`src/rtl/prio_arb_pkg.sv`:
```
// Shared types and helpers for the priority grant controller:
// FSM state encoding and the hold-counter width function.
package prio_arb_pkg;

  typedef enum logic [0:0] {
    IDLE = 1'b0,
    BUSY = 1'b1
  } state_e;

  // Bits needed to count up to max_hold inclusive, never less than one.
  function automatic int unsigned cnt_width(input int unsigned max_hold);
    int unsigned w;
    w = $clog2(max_hold + 1);
    return (w < 1) ? 1 : w;
  endfunction

endpackage

```
`src/rtl/prio_rr_select.sv`:
```
// Combinational selector: lowest numeric priority among eligible requesters,
// ties resolved by the first index at or after rr_ptr_i (wrapping).
module prio_rr_select
  import prio_arb_pkg::*;
  #(
    parameter int N         = 8,
    parameter int PRIO_BITS = 3,
    localparam int IW       = $clog2(N)
  ) (
    input  logic [N-1:0]           elig_i,
    input  logic [N*PRIO_BITS-1:0] prio_i,
    input  logic [IW-1:0]          rr_ptr_i,
    output logic                   found_o,
    output logic [IW-1:0]          idx_o,
    output logic [PRIO_BITS-1:0]   prio_o
  );

  logic [IW-1:0]        cand;
  logic [PRIO_BITS-1:0] cand_prio;

  // Walk in rotation order from rr_ptr_i; a strict less-than keeps the
  // earliest candidate on equal priority.
  always_comb begin
    found_o   = 1'b0;
    idx_o     = '0;
    prio_o    = '0;
    cand      = '0;
    cand_prio = '0;
    for (int o = 0; o < N; o++) begin
      cand      = rr_ptr_i + IW'(o);
      cand_prio = prio_i[int'(cand)*PRIO_BITS +: PRIO_BITS];
      if (elig_i[cand] && (!found_o || (cand_prio < prio_o))) begin
        found_o = 1'b1;
        idx_o   = cand;
        prio_o  = cand_prio;
      end
    end
  end

endmodule

```
`src/rtl/prio_grant_ctrl.sv`:
```
// Non-preemptive priority arbiter with round-robin tie-break, registered
// one-hot grant, release on done/req drop/mask, and a hold-time limit.
module prio_grant_ctrl
  import prio_arb_pkg::*;
  #(
    parameter int N         = 8,
    parameter int PRIO_BITS = 3,
    parameter int MAX_HOLD  = 255,
    localparam int IW       = $clog2(N)
  ) (
    input  logic                   clk_i,
    input  logic                   rst_ni,
    input  logic [N-1:0]           req_i,
    input  logic [N*PRIO_BITS-1:0] prio_i,
    input  logic [N-1:0]           mask_i,
    input  logic                   done_i,
    output logic [N-1:0]           gnt_o,
    output logic                   gnt_valid_o,
    output logic [IW-1:0]          gnt_sel_o,
    output logic [PRIO_BITS-1:0]   gnt_prio_o,
    output logic                   timeout_o,
    output state_e                 dbg_state_o
  );

  localparam int CW = int'(cnt_width(MAX_HOLD));

  state_e               state_q, state_d;
  logic [N-1:0]         gnt_q, gnt_d;
  logic [IW-1:0]        gnt_sel_q, gnt_sel_d;
  logic [PRIO_BITS-1:0] gnt_prio_q, gnt_prio_d;
  logic                 timeout_q, timeout_d;
  logic [IW-1:0]        rr_ptr_q, rr_ptr_d;
  logic [CW-1:0]        hold_cnt_q, hold_cnt_d;

  logic                 sel_found;
  logic [IW-1:0]        sel_idx;
  logic [PRIO_BITS-1:0] sel_prio;
  logic                 early_rel;
  logic                 hold_hit;

  prio_rr_select #(
    .N         (N),
    .PRIO_BITS (PRIO_BITS)
  ) u_select (
    .elig_i   (req_i & mask_i),
    .prio_i   (prio_i),
    .rr_ptr_i (rr_ptr_q),
    .found_o  (sel_found),
    .idx_o    (sel_idx),
    .prio_o   (sel_prio)
  );

  // A voluntary release always wins over the hold limit, so no timeout then.
  assign early_rel = done_i | ~req_i[gnt_sel_q] | ~mask_i[gnt_sel_q];
  assign hold_hit  = (MAX_HOLD != 0) && (hold_cnt_q == CW'(MAX_HOLD));

  always_comb begin
    state_d    = state_q;
    gnt_d      = gnt_q;
    gnt_sel_d  = gnt_sel_q;
    gnt_prio_d = gnt_prio_q;
    timeout_d  = 1'b0;
    rr_ptr_d   = rr_ptr_q;
    hold_cnt_d = hold_cnt_q;
    case (state_q)
      IDLE: begin
        if (sel_found) begin
          state_d    = BUSY;
          gnt_d      = N'(1) << sel_idx;
          gnt_sel_d  = sel_idx;
          gnt_prio_d = sel_prio;
          rr_ptr_d   = sel_idx + IW'(1);
          hold_cnt_d = CW'(1);
        end
      end
      BUSY: begin
        if (early_rel || hold_hit) begin
          state_d    = IDLE;
          gnt_d      = '0;
          gnt_sel_d  = '0;
          gnt_prio_d = '0;
          hold_cnt_d = '0;
          timeout_d  = hold_hit & ~early_rel;
        end else if (hold_cnt_q != '1) begin
          hold_cnt_d = hold_cnt_q + CW'(1);
        end
      end
    endcase
  end

  always_ff @(posedge clk_i or negedge rst_ni) begin
    if (!rst_ni) begin
      state_q    <= IDLE;
      gnt_q      <= '0;
      gnt_sel_q  <= '0;
      gnt_prio_q <= '0;
      timeout_q  <= 1'b0;
      rr_ptr_q   <= '0;
      hold_cnt_q <= '0;
    end else begin
      state_q    <= state_d;
      gnt_q      <= gnt_d;
      gnt_sel_q  <= gnt_sel_d;
      gnt_prio_q <= gnt_prio_d;
      timeout_q  <= timeout_d;
      rr_ptr_q   <= rr_ptr_d;
      hold_cnt_q <= hold_cnt_d;
    end
  end

  assign gnt_o       = gnt_q;
  assign gnt_valid_o = (state_q == BUSY);
  assign gnt_sel_o   = gnt_sel_q;
  assign gnt_prio_o  = gnt_prio_q;
  assign timeout_o   = timeout_q;
  assign dbg_state_o = state_q;

endmodule

```
`config.mk`:
```
export PLATFORM = sky130hd
export DESIGN_NAME = prio_grant_ctrl
export DESIGN_NICKNAME = d
export VERILOG_FILES = /design/src/rtl/prio_arb_pkg.sv /design/src/rtl/prio_rr_select.sv /design/src/rtl/prio_grant_ctrl.sv
export SDC_FILE = /design/constraint.sdc
export NUM_CORES = 1
export LEC_CHECK = 0
export CELL_PAD_IN_SITES_DETAIL_PLACEMENT = 0
export CELL_PAD_IN_SITES_GLOBAL_PLACEMENT = 1
export CORE_AREA = 2 2 111 113
export DETAILED_ROUTE_END_ITERATION = 6
export DIE_AREA = 0 0 113 115
export PLACE_DENSITY_LB_ADDON = 0.1
export SLEW_MARGIN = 0
export SYNTH_ARGS = -nofsm -noshare
export SYNTH_HDL_FRONTEND = slang
export SYNTH_SLANG_ARGS = --single-unit
```
`constraint.sdc`:
```
create_clock -name clk_i -period 31.6 [get_ports clk_i]
set_input_delay 9.48 -clock clk_i [delete_from_list [all_inputs] [get_ports clk_i]]
set_output_delay 9.48 -clock clk_i [all_outputs]
set_load 0.01 [all_outputs]
```
==> metrics <==
count of cells resized by post-cts repair 0; largest net degree at the start of global routing 49; initial standard-cell utilization of the core 0.345; R2R Path Start rr_ptr_q[1]$_DFFE_PN0P_; cell at the root of the clock tree sky130_fd_sc_hd__clkbuf_16; worst path required time 31.73 ns; cell type contributing the most total cell area after synthesis sky130_fd_sc_hd__mux4_2; full die area 13000 um^2; initial antenna violation count 0; drt first-iter violations 192; top routing layer used met4; Ant. Diodes 0; maximum level of the CTS H-tree 1; sum of routed wire length over all layers 12800 um; worst relative slew slack 0.436; chip height 115 um; path depth of the worst reg2reg path 59; crit path max fanout 10; post-synth top area share 0.188; minimum period implied by the final worst setup slack 22.80 ns; Critical Path Sink Type flip-flop; endpoint of the worst hold-timing path hold_cnt_q[7]$_DFFE_PN0P_; number of different library cells in the post-synthesis netlist 71; number of detailed-routing iterations run before antenna repair 6; number of enable flip-flop cells after synthesis 0; DRC viols 2; proportion of synthesized chip area in sequential cells 0.166; area delta synth->final 19.2%; number of sinks driven by the clock tree 27; total of flip-flops plus latches after synthesis 27; ratio of cells with drive above 1 in the final layout 0.160; critical path's largest stage delay 0.53 ns; Worst Hold Launch hold_cnt_q[7]$_DFFE_PN0P_; post-synth net total 519; slew at the pin with the worst max-slew slack 0.840 ns; number of endpoints with negative hold slack in the final report 0; clock-pin slew reported for the worst setup and hold paths after clock tree synthesis 0.07 ns; row count 40; placeable core region 11800 um^2; setup repair after global routing missed its margin false; post-synthesis average cell area 9.00 um^2; R2R Path End rr_ptr_q[2]$_DFFE_PN0P_; antenna viol nets, final 0; Final HPWL DP 10400 um; post-CTS setup buffer count 0; clock tree from TritonCTS done; total negative setup slack 0 ns; type of the worst min-delay path reg -> reg; overall track demand over capacity in global routing 0.204; die outline width 113 um; failing checks DRC; average wire length per cell after detail routing 19.8 um; cell count after placement 644; number of stages on the worst setup path 59; final hold slack 0.488 ns; CTS max path bufs 2; Slew Limit Fails 0; max-cap violation count 0; top-level I/O count 60; most area-consuming cells after synthesis sky130_fd_sc_hd__mux4_2 (19%), sky130_fd_sc_hd__dfrtp_1 (17%), sky130_fd_sc_hd__ha_1 (7.1%), sky130_fd_sc_hd__nand2_1 (6.0%), sky130_fd_sc_hd__mux2_2 (3.9%); number of global-route vias before repair 3809; quantity of I/O buffers inserted on ports 59; yosys synthesis warning count 0; wire length of the first global-routing pass 20800 um; gate count of the mapped netlist 453; wire length on met3 390 um; WP data arrival 22.93 ns; routed length on met1 5810 um; number of setup violations in the final report 0; Post-synth ARST share 1.00; number of hold buffers added after cts 0; number of nets in the layout 568; post-route cell area 4860 um^2; count of buffer and inverter cells on the critical path 6; final clock period utilization by the worst path 0.721; combined area of all synthesized cells 4080 um^2; most frequently used flop master after synthesis sky130_fd_sc_hd__dfrtp_1; via-per-instance ratio 5.84; post-placement cell area 4780 um^2; Clock Skew 0.00133 ns; weighted congestion reported at the end of routability-driven placement 0.917; element type at the critical path start input port; critical path type in -> reg; r2r setup slk 16.63 ns; remaining global-route overflow 0; Final Non-Filler Cells 648; outcome complete, but fails checks; most common cell type on the critical path sky130_fd_sc_hd__ha_1; latest clock arrival within the worst-skew pair 0.26 ns; amount of wire on met2 after detailed routing 6450 um; kind of cell with the highest combined delay on the critical path compound AO/OA/AOI/OAI gates; number of buffers added by the clock tree synthesis step 3; Min-Delay Path Depth 1; slowest CP cell sky130_fd_sc_hd__a2111oi_1; upper clock frequency limit 43.9 MHz; count of vias placed by the detailed router 3787
## registers in the layout, indices dropped and copies added (netlist names)
signal       cells
rr_ptr_q         3
gnt_sel_o        3
hold_cnt_q       8
gnt_o            8
dbg_state_o      1
gnt_prio_o       3
timeout_o        1
## placed cells by master (no fill, tap or decap), drive strengths merged, types with 11 or more instances in the layout
| cell | count |
|---|---|
| a21oi | 26 |
| clkdlybuf4s50 | 59 |
| dfrtp | 27 |
| ha | 23 |
| inv | 18 |
| mux2 | 15 |
| mux2i | 15 |
| mux4 | 34 |
| nand2 | 65 |
| nand2b | 11 |
| nand3 | 13 |
| nor2 | 29 |
| o21a | 15 |
| o21ai | 38 |
## how the worst max path moves through the flow
stage	from	to
2_1_floorplan	mask_i[2]	rr_ptr_q[2]$_DFFE_PN0P_
3_3_place_gp	mask_i[4]	rr_ptr_q[2]$_DFFE_PN0P_
3_5_place_dp	req_i[4]	rr_ptr_q[2]$_DFFE_PN0P_
4_1_cts	req_i[4]	rr_ptr_q[2]$_DFFE_PN0P_
5_1_grt	mask_i[4]	rr_ptr_q[2]$_DFFE_PN0P_
6_report	req_i[4]	rr_ptr_q[2]$_DFFE_PN0P_
## cells in the mapped netlist (all sizes together), types with 6 or more instances
| master | count |
|---|---|
| nand2b | 11 |
| dfrtp | 27 |
| nor3 | 7 |
| and3 | 6 |
| o22ai | 7 |
| buf | 14 |
| o211ai | 6 |
| a21oi | 26 |
| mux2i | 15 |
| o21a | 15 |
| mux2 | 15 |
| o21ai | 38 |
| nand3 | 13 |
| mux4 | 34 |
| nor2 | 29 |
| ha | 23 |
| a211oi | 7 |
| nand2 | 65 |
| and2 | 6 |
| clkbuf | 7 |
| inv | 18 |
## worst register-to-register path: cells and delay by family (launching register included)
kind                     cells  cell delay (ns)
AND/OR/NAND/NOR             12             2.10
multiplexers                 7             2.35
flip-flops                   1             0.32
adder cells (fa/ha/maj)     10             3.11
buffers and inverters        7             1.50
AO/OA/AOI/OAI               23             5.47
## final cells by class
class                      instances  area [um^2]
clock buffer                       3         75.1
clock inverter                     1         7.51
fill                            1224         6950
timing repair buffer              65          636
sequential                        27          677
inverter                          19         71.3
tap                              147          184
multi-input combinational        386         3210
## per-layer routing
| metal | global-route usage | up-vias |
|---|---|---|
| met3 | 0.00633 | 8 |
| met2 | 0.365 | 76 |
| li1 | - | 1827 |
| met1 | 0.278 | 1876 |
| met5 | 0 | - |
| met4 | 0.0398 | 0 |
## through the flow
stage / util / worst slack [ns]
floorplan: - / 10.88
global placement: 0.405 / 9.00
detailed placement: 0.405 / 8.71
CTS: 0.412 / 8.93
global route: 0.412 / 7.51
finish: 0.412 / 8.80
## cell families (layout without fill, tap and decap cells)
family / Yosys count / in the layout / synth area share
muxes: 64 / 64 / 0.269
AOI/OAI and AO/OA: 147 / 147 / 0.257
buffers and inverters: 40 / 88 / 0.0466
adders and majority gates: 23 / 23 / 0.0706
DFF: 27 / 27 / 0.166
and+or+nand+nor: 148 / 148 / 0.174
xor gates and xnor gates: 4 / 4 / 0.0169
Power is not shown: default switching activity piles up to over one toggle a cycle in this logic, so the estimate is an artifact.
